==> config.mk <==
export PLATFORM = sky130hd
export DESIGN_NAME = cpu_ctrl_seq_flat
export DESIGN_NICKNAME = d
export VERILOG_FILES = /design/src/rtl/cpu_ctrl_seq_if.sv /design/src/rtl/cpu_ctrl_seq.sv /design/src/flat_wrapper.sv
export SDC_FILE = /design/constraint.sdc
export NUM_CORES = 1
export LEC_CHECK = 0
export BUFFER_PORTS_ARGS = -buffer_cell sky130_fd_sc_hd__buf_2
export CORE_ASPECT_RATIO = 1.75
export CORE_MARGIN = 4
export CORE_UTILIZATION = 56
export CTS_CLUSTER_SIZE = 24
export DETAILED_ROUTE_END_ITERATION = 12
export PLACE_DENSITY = 0.85
export SYNTH_ARGS = -nofsm -noshare
export SYNTH_HDL_FRONTEND = slang
export SYNTH_SLANG_ARGS = --single-unit
==> constraint.sdc <==
create_clock -name clk -period 3.2 [get_ports clk]
set_input_delay 0.48 -clock clk [delete_from_list [all_inputs] [get_ports clk]]
set_output_delay 0.48 -clock clk [all_outputs]
set_load 0.05 [all_outputs]
==> src/rtl/cpu_ctrl_seq_if.sv <==
// Memory handshake bus between the sequencer (master) and instruction/data memory (slave).
interface cpu_ctrl_seq_if;
  logic        mem_req;
  logic        mem_we;
  logic        mem_addr_sel;
  logic [15:0] mem_rdata;
  logic        mem_ack;

  modport master (
    output mem_req,
    output mem_we,
    output mem_addr_sel,
    input  mem_rdata,
    input  mem_ack
  );

  modport slave (
    input  mem_req,
    input  mem_we,
    input  mem_addr_sel,
    output mem_rdata,
    output mem_ack
  );
endinterface

==> src/rtl/cpu_ctrl_seq.sv <==
// Multi-cycle fetch/decode/execute sequencer for the 16-bit core.
// Drives regfile selects/strobes, ALU controls and the memory handshake.
// Optional: define CPU_CTRL_RETIRE_CNT_EN to add a 32-bit retired-instruction counter.
module cpu_ctrl_seq #(
  parameter int unsigned TIMEOUT_CYC = 255,
  parameter int unsigned ALU_OP_W    = 3
) (
  input  logic                clk,
  input  logic                reset,
  cpu_ctrl_seq_if.master      mem,
  input  logic                zero_in,
  output logic [2:0]          regr0s,
  output logic [2:0]          regr1s,
  output logic [2:0]          regws,
  output logic                we,
  output logic                he,
  output logic                incr_pc,
  output logic [ALU_OP_W-1:0] alu_op,
  output logic                alu_src_imm,
  output logic [15:0]         imm_out,
  output logic                wb_sel,
  output logic                halted
`ifdef CPU_CTRL_RETIRE_CNT_EN
  ,
  output logic [31:0]         retire_cnt
`endif
);

  localparam logic [2:0] StFetch  = 3'd0;
  localparam logic [2:0] StDecode = 3'd1;
  localparam logic [2:0] StExec   = 3'd2;
  localparam logic [2:0] StMem    = 3'd3;
  localparam logic [2:0] StWb     = 3'd4;
  localparam logic [2:0] StHalt   = 3'd5;
  localparam logic [2:0] StFault  = 3'd6;

  localparam logic [3:0] OpAlu  = 4'd0;
  localparam logic [3:0] OpAddi = 4'd1;
  localparam logic [3:0] OpLui  = 4'd2;
  localparam logic [3:0] OpLd   = 4'd3;
  localparam logic [3:0] OpSt   = 4'd4;
  localparam logic [3:0] OpBrz  = 4'd5;
  localparam logic [3:0] OpHalt = 4'd15;

  localparam logic [ALU_OP_W-1:0] AluAdd   = '0;
  localparam logic [ALU_OP_W-1:0] AluPassB = ALU_OP_W'(7);

  // Counter value on the last allowed waiting cycle; the next wait trips FAULT.
  localparam logic [7:0] TmoLast = 8'(TIMEOUT_CYC - 1);

  logic [2:0]  state_q, state_d;
  logic [15:0] ir_q, ir_d;
  logic [7:0]  tmo_q, tmo_d;
  logic        started_q, started_d;

  logic [3:0]  op;
  logic [2:0]  rd, rs0, rs1, fn;
  logic [15:0] imm_sext, imm_brz, imm_lui;
  logic        req;

  assign op  = ir_q[15:12];
  assign rd  = ir_q[11:9];
  assign rs0 = ir_q[8:6];
  assign rs1 = ir_q[5:3];
  assign fn  = ir_q[2:0];

  assign imm_sext = {{10{ir_q[5]}}, ir_q[5:0]};
  assign imm_brz  = {{9{ir_q[5]}}, ir_q[5:0], 1'b0};
  assign imm_lui  = {9'd0, ir_q[6:0]};

  // started_q holds outputs at zero until the first edge after reset release.
  assign req = started_q && ((state_q == StFetch) || (state_q == StMem));

  // Next state, instruction register and memory-wait timeout.
  always_comb begin
    state_d   = state_q;
    ir_d      = ir_q;
    tmo_d     = tmo_q;
    started_d = 1'b1;

    if (req) begin
      tmo_d = mem.mem_ack ? 8'd0 : tmo_q + 8'd1;
    end

    case (state_q)
      StFetch: begin
        if (req) begin
          if (mem.mem_ack) begin
            ir_d    = mem.mem_rdata;
            state_d = StDecode;
          end else if (tmo_q == TmoLast) begin
            state_d = StFault;
          end
        end
      end
      StDecode: begin
        case (op)
          OpAlu, OpAddi, OpLui, OpBrz: state_d = StExec;
          OpLd, OpSt:                  state_d = StMem;
          OpHalt:                      state_d = StHalt;
          default:                     state_d = StFault;
        endcase
      end
      StExec: state_d = StFetch;
      StMem: begin
        if (mem.mem_ack) begin
          state_d = (op == OpLd) ? StWb : StFetch;
        end else if (tmo_q == TmoLast) begin
          state_d = StFault;
        end
      end
      StWb:    state_d = StFetch;
      StHalt:  state_d = StHalt;
      StFault: state_d = StFault;
      default: state_d = StFault;
    endcase
  end

  // State registers; reset clears everything asynchronously.
  always_ff @(posedge clk or posedge reset) begin
    if (reset) begin
      state_q   <= StFetch;
      ir_q      <= 16'd0;
      tmo_q     <= 8'd0;
      started_q <= 1'b0;
    end else begin
      state_q   <= state_d;
      ir_q      <= ir_d;
      tmo_q     <= tmo_d;
      started_q <= started_d;
    end
  end

  // Moore-style control outputs decoded from state and IR (BRZ write also uses zero_in).
  always_comb begin
    mem.mem_req      = 1'b0;
    mem.mem_we       = 1'b0;
    mem.mem_addr_sel = 1'b0;
    regr0s           = 3'd0;
    regr1s           = 3'd0;
    regws            = 3'd0;
    we               = 1'b0;
    he               = 1'b0;
    incr_pc          = 1'b0;
    alu_op           = AluAdd;
    alu_src_imm      = 1'b0;
    imm_out          = 16'd0;
    wb_sel           = 1'b0;
    halted           = 1'b0;

    if (started_q) begin
      case (state_q)
        StFetch: begin
          mem.mem_req = 1'b1;
        end
        StDecode: begin
          regr0s  = rs0;
          regr1s  = (op == OpSt) ? rd : rs1;
          incr_pc = 1'b1;
        end
        StExec: begin
          case (op)
            OpAlu: begin
              regr0s = rs0;
              regr1s = rs1;
              alu_op = ALU_OP_W'(fn);
              we     = 1'b1;
              regws  = rd;
            end
            OpAddi: begin
              regr0s      = rs0;
              alu_src_imm = 1'b1;
              imm_out     = imm_sext;
              we          = 1'b1;
              regws       = rd;
            end
            OpLui: begin
              alu_op      = AluPassB;
              alu_src_imm = 1'b1;
              imm_out     = imm_lui;
              we          = 1'b1;
              he          = 1'b1;
              regws       = rd;
            end
            OpBrz: begin
              regr0s      = rs0;
              regr1s      = 3'd7;
              alu_src_imm = 1'b1;
              imm_out     = imm_brz;
              if (zero_in) begin
                we    = 1'b1;
                regws = 3'd7;
              end
            end
            default: ;
          endcase
        end
        StMem: begin
          mem.mem_req      = 1'b1;
          mem.mem_addr_sel = 1'b1;
          mem.mem_we       = (op == OpSt);
          regr0s           = rs0;
          regr1s           = (op == OpSt) ? rd : 3'd0;
          alu_src_imm      = 1'b1;
          imm_out          = imm_sext;
        end
        StWb: begin
          we     = 1'b1;
          wb_sel = 1'b1;
          regws  = rd;
        end
        StHalt, StFault: begin
          halted = 1'b1;
        end
        default: ;
      endcase
    end
  end

`ifdef CPU_CTRL_RETIRE_CNT_EN
  logic [31:0] retire_q, retire_d;

  // Count an instruction on its final cycle: EXEC, WB, or the acked MEM cycle of a store.
  always_comb begin
    retire_d = retire_q;
    if (started_q && ((state_q == StExec) || (state_q == StWb) ||
        ((state_q == StMem) && mem.mem_ack && (op == OpSt)))) begin
      retire_d = retire_q + 32'd1;
    end
  end

  // Retired-instruction counter register.
  always_ff @(posedge clk or posedge reset) begin
    if (reset) begin
      retire_q <= 32'd0;
    end else begin
      retire_q <= retire_d;
    end
  end

  assign retire_cnt = retire_q;
`endif

endmodule

==> src/flat_wrapper.sv <==
// flat-port wrapper written by rule: the top's interface ports become plain ports
module cpu_ctrl_seq_flat 
#(
  parameter int unsigned TIMEOUT_CYC = 255,
  parameter int unsigned ALU_OP_W    = 3
)
  (clk, reset, zero_in, regr0s, regr1s, regws, we, he, incr_pc, alu_op, alu_src_imm, imm_out, wb_sel, halted, mem_mem_req, mem_mem_we, mem_mem_addr_sel, mem_mem_rdata, mem_mem_ack);
  cpu_ctrl_seq_if mem_i ();
  input  logic clk;
  input  logic reset;
  input  logic zero_in;
  output logic [2:0] regr0s;
  output logic [2:0] regr1s;
  output logic [2:0] regws;
  output logic we;
  output logic he;
  output logic incr_pc;
  output logic [ALU_OP_W-1:0] alu_op;
  output logic alu_src_imm;
  output logic [15:0] imm_out;
  output logic wb_sel;
  output logic halted;
  output wire logic [$bits(mem_i.mem_req)-1:0] mem_mem_req;
  output wire logic [$bits(mem_i.mem_we)-1:0] mem_mem_we;
  output wire logic [$bits(mem_i.mem_addr_sel)-1:0] mem_mem_addr_sel;
  input wire logic [$bits(mem_i.mem_rdata)-1:0] mem_mem_rdata;
  input wire logic [$bits(mem_i.mem_ack)-1:0] mem_mem_ack;
  assign mem_mem_req = mem_i.mem_req;
  assign mem_mem_we = mem_i.mem_we;
  assign mem_mem_addr_sel = mem_i.mem_addr_sel;
  assign mem_i.mem_rdata = mem_mem_rdata;
  assign mem_i.mem_ack = mem_mem_ack;
  cpu_ctrl_seq #(.TIMEOUT_CYC(TIMEOUT_CYC), .ALU_OP_W(ALU_OP_W)) u_core (.clk(clk), .reset(reset), .mem(mem_i), .zero_in(zero_in), .regr0s(regr0s), .regr1s(regr1s), .regws(regws), .we(we), .he(he), .incr_pc(incr_pc), .alu_op(alu_op), .alu_src_imm(alu_src_imm), .imm_out(imm_out), .wb_sel(wb_sel), .halted(halted));
endmodule
==> Word level (Yosys, flattened, before mapping) <==
Index checks and enable logic that the tools add are counted.
{ "classes": {"add_sub_neg": 1, "n_eq_ne": 14, "muxes": 48, "reduce_logical": 14} }
{ "op_table": {"columns": ["operator", "count"], "rows": [
  ["case mux 16 bit (3 select lines)", 1],
  ["2-to-1 mux 3 bit", 14],
  ["case mux 16 bit (2 select lines)", 1],
  ["case mux 3 bit (2 select lines)", 5],
  ["2-to-1 mux 1 bit", 19],
  ["case mux 3 bit (3 select lines)", 2],
  ["2-to-1 mux 16 bit", 1],
  ["case mux 3 bit (5 select lines)", 1],
  ["OR reduction 2 bit", 5],
  ["== test 3 bit (second input constant)", 3],
  ["OR reduction 3 bit", 3],
  ["adder 8 x 1 -> 8 bit (second input constant)", 1],
  ["== test 4 x 2 -> 1 bit (second input constant)", 2],
  ["== test 4 x 3 -> 1 bit (second input constant)", 2],
  ["== test 8 bit (second input constant)", 1],
  ["2-to-1 mux 8 bit", 1],
  ["== test 3 x 2 -> 1 bit (second input constant)", 2],
  ["case mux 1 bit (2 select lines)", 3],
  ["== test 4 x 1 -> 1 bit (second input constant)", 1],
  ["== test 4 bit (second input constant)", 1],
  ["zero test 4 bit", 1],
  ["OR reduction 4 bit", 1],
  ["== test 3 x 1 -> 1 bit (second input constant)", 1],
  ["zero test 3 bit", 1],
  ["4 further kinds", 4]
]} }
{ "totals": {"regBits": 28, "inputBits": 20, "output_inout_bits": 37, "elab_cells": 81} }

==> Logic depth before layout (Yosys ltp) <==
{ "logic_depth": {"word_depth": 5, "mapped_depth": 6, "mapped_depth_nobuf": 6} }

==> Worst setup path before layout <==
Ideal clock, no wire load.
{ "synth_path": {"path_type": "register -> output", "start": "register u_core.ir_q[14]", "end": "output regws[2]", "t_arrival_ps": 2229, "required_time_ps": 2720, "setup_slack_ps": 491, "stages_incl_launch_ff": 5, "n_path_buf": 1, "path_cell_list": "dfrtp_1 > clkbuf_1 > nor4bb_1 > nand3_1 > a21boi_0"} }
{ "synth_via": {"elab_chain_len": 5, "elab_cells_between_ends": 8, "cone_classes": "eq/ne (3); mux (3); reduce/logical (2)"} }
{ "synth_rtl": {"columns": ["item", "line_no", "rtl"], "rows": [
  ["from (decl)", "cpu_ctrl_seq.sv:52", "logic [15:0] ir_q, ir_d;"],
  ["from (signal assigned)", "cpu_ctrl_seq.sv:128", "ir_q <= ir_d;"],
  ["== test 4 x 1 -> 1 bit, or another cell as far along", "cpu_ctrl_seq.sv:162", "case (op)"],
  ["OR reduction 3 bit (no source line)", null, null],
  ["case mux 3 bit (2 select lines) (*)", "cpu_ctrl_seq.sv:162", null],
  ["case mux 3 bit (2 select lines) (*)", "cpu_ctrl_seq.sv:152", "case (state_q)"],
  ["2-to-1 mux 3 bit (*)", "cpu_ctrl_seq.sv:151", "if (started_q) begin"],
  ["to (decl)", "flat_wrapper.sv:14", "output logic [2:0] regws;"]
]} }
Mark *: on every way between the ends. The rest lies on a longest branch, timed or not.

==> Final worst setup path <==
{ "layout_path": {"start": "register u_core.ir_q[13]", "end": "output regr1s[1]"} }
{ "layout_via": {"elab_chain_len": 4, "elab_cells_between_ends": 8, "cone_classes": "eq/ne (2); mux (5); reduce/logical (1)"} }
{ "layout_rtl": {"columns": ["item", "line_no", "rtl"], "rows": [
  ["== test 4 x 3 -> 1 bit, or another cell as far along", "cpu_ctrl_seq.sv:162", null],
  ["case mux 3 bit (2 select lines), or another cell as far along", "cpu_ctrl_seq.sv:162", null],
  ["case mux 3 bit (3 select lines) (*)", "cpu_ctrl_seq.sv:152", null],
  ["2-to-1 mux 3 bit (*)", "cpu_ctrl_seq.sv:151", null],
  ["to (decl)", "flat_wrapper.sv:13", "output logic [2:0] regr1s;"]
]} }
Marks and branches as above.

==> flow_summary.toml <==
[worst_hold_path]
min_path_type = "input port to register"

[placement]
placed_cells = 299
dpl.hpwl_um = 3440
placement.io_buffers = 56
placed_area_um2 = 2170
gp_congestion = 0.868

[die]
dieHeight_um = 86.4
ios = 57
dieArea_um2 = 4560
start_util_pct = 57.8
coreArea_um2 = 3400
die_w_um = 52.8
row_count = 28

[clock_network]
post-cts-setup-buffer-count = 0
clkLatencyLatePin_ns = 0.27
cts.clk_slew.worst_paths_ns = 0.09
cts_buffers = 3
cts_num_sinks = 28
cts_tree = "yes"
cts_root_buf = "clkbuf_8"
cts_max_path_buffers = 2
cts_resized = 0
cts.htree.levels = 1
cts_hold_buf = 0

[worst_setup_path]
end_kind = "output pin"
path_class = "register to output pin"
start_kind = "register"
critical_path_required_ns = 2.72
crit_fanout = 17
crit_arrival_ns = 2.24

[final_layout]
diodes = 0
fin_cells = 302
drive_above_1_share_pct = 32.7
final_area_um2 = 2210
nets = 281
syn_to_final_growth_pct = 12.7

[route]
routed_via_density = 5.85
drt_iter0_markers = 57
drt-wirelength-per-cell_um = 15.0
ant_nets = 0
wl_um = 4540
num_vias = 1766
firstDrtPassIters = 4
drc = 0

[yosys]
synth-seq-area-share_pct = 35.6
synthDistinctLibCells = 52
syn_avg_cell_area_um2 = 8.89
ys.flop_type = "dfrtp_1"
synth_edf_count = 0
async_flop_share_pct = 100
yosysWarnings = 0
ys_ff_latch = 28
synth_nets = 243
syn_area_um2 = 1970
synthCells = 221

[sta]
fmax_mhz = 368
fin_skew_ns = 0.00343
slew_viol_final = 0
setup_viol = 0
worst_pin_slew_ns = 1.05
rsz0062_at_grt = "false"
hold_viol_final = 0
min_period_over_period_pct = 84.9
fin_crit_ns = 2.72
setup_tns_ns = 0
max-slew-margin-rel_pct = 29.8

[power_and_ir_drop]
peakVddDrop_mv = 0.277
leakagePower_nw = 1.15
cellPowerDensity_nw_per_um2 = 261

[global_route]
grt_pass1_vias = 1679
grt_antenna_before_repair = 0
track_usage_pct = 21.3
grt_max_degree = 29
overflow = 0
grt_pass1_wl_um = 7560

[flow_run]
drv_cap = 0

[run_status]
status = "complete, no violations"
-- kinds of logic after synthesis --
family / count (synthesis) / synth area share (%)
adders and majority gates: 2 / 1.27
DFF: 28 / 35.6
AOI/OAI and AO/OA: 52 / 18.0
and+or+nand+nor: 90 / 26.0
xor gates and xnor gates: 3 / 1.34
other: 1 / 0.191
muxes: 18 / 10.2
buffers and inverters: 27 / 7.32
-- critical path, stage by stage, from the launching register on --
cell and delay (ns):
dfrtp_1 0.60, nor4b_2 0.64, and2_1 0.20, o21ai_0 0.08
a21oi_1 0.17, buf_2 0.28
-- path summary, 6_finish.rpt --
kind | startpoint | end | slack [ns] | cells after the start
worst max-delay path | u_core.ir_q[13] | regr1s[1] | 0.48 | 5
worst min-delay path | mem_mem_rdata[10] | u_core.ir_q[10] | 0.43 | 2
worst max register to register | u_core.state_q[0] | u_core.tmo_q[7] | 1.29 | 4
worst min register to register | u_core.ir_q[7] | u_core.ir_q[7] | 0.51 | 1
max in group asynchronous | reset | u_core.state_q[1] | 2.11 | 2
min in group asynchronous | reset | u_core.ir_q[6] | 0.45 | 2
-- area by class of cell --
cell class / count / area, µm²
clock buffers: 3 / 41.3
fillers: 310 / 1180
inverters: 4 / 15.0
multi-input cells: 166 / 1120
flip-flops and latches: 28 / 701
well taps: 45 / 56.3
repair buffers: 56 / 280
-- power by group --
| group | leakage, nW | switching (mW) | internal (mW) |
|---|---|---|---|
| Sequential | 0.353 | 0.00339 | 0.355 |
| Clock | 0.0216 | 0.107 | 0.0845 |
| Combinational | 0.771 | 0.0168 | 0.0112 |
| Total | 1.15 | 0.127 | 0.451 |
-- sequential cells by signal (all words and copies together), names as in the netlist --
name / cells
u_core.ir_q: 16
u_core.started_q: 1
u_core.state_q: 3
u_core.tmo_q: 8
-- stage by stage --
stage	hold slack, ns	setup slack [ns]	utilization, %	power (mW)
2_1_floorplan	0.462	0.491	-	0.378
3_3_place_gp	0.478	0.854	64.0	0.394
3_5_place_dp	0.486	0.807	64.0	0.394
4_1_cts	0.431	0.499	65.2	0.584
5_1_grt	0.432	0.270	65.2	0.600
6_report	0.433	0.484	65.2	0.578
-- synthesized netlist by cell type, types with 3 or more instances --
cell type  instances  area (µm²)
a21o_1             5        37.5
buf_4              8        60.1
o21ai_0           14        70.1
and3_1             5        31.3
nor3b_1            6        45.0
buf_2              4        20.0
nand2_1           14        52.6
inv_1              4        15.0
a21oi_1            9        45.0
dfrtp_1           28         701
nor4_1             3        18.8
nor2_1            23        86.3
o31ai_1            4        30.0
a31oi_1            3        18.8
and2_1            13        81.3
nand3_1            5        25.0
a32oi_1            3        26.3
xor2_1             3        26.3
nor3_1             3        15.0
mux2_2            17         191
clkbuf_1           8        30.0
-- routing by layer --
layer	vias to the layer above	track usage, %	part of all wire (%)
met2	57	36.1	53
met3	2	2.75	6.1
li1	859	-	-
met4	0	6.74	0.64
met5	-	0	0
met1	848	27.5	40
-- cell usage in the layout, fill, tap and decap left out, types with 2 or more instances in the layout --
cell / n
buf_2: 56
dfrtp_1: 28
nor2_1: 23
mux2_2: 17
nand2_1: 14
o21ai_0: 14
and2_1: 13
a21oi_1: 9
nor3b_1: 6
nand3_1: 5
and3_1: 5
a21o_1: 5
inv_1: 4
o31ai_1: 4
xor2_1: 3
nor3_1: 3
nor4_1: 3
a31oi_1: 3
a32oi_1: 3
clkbuf_8: 3
or3_1: 2
nand4_1: 2
o22ai_1: 2
a32o_1: 2
o21a_1: 2
nor2b_1: 2
ha_1: 2
Note: power is estimated with default switching activity, not from simulation.
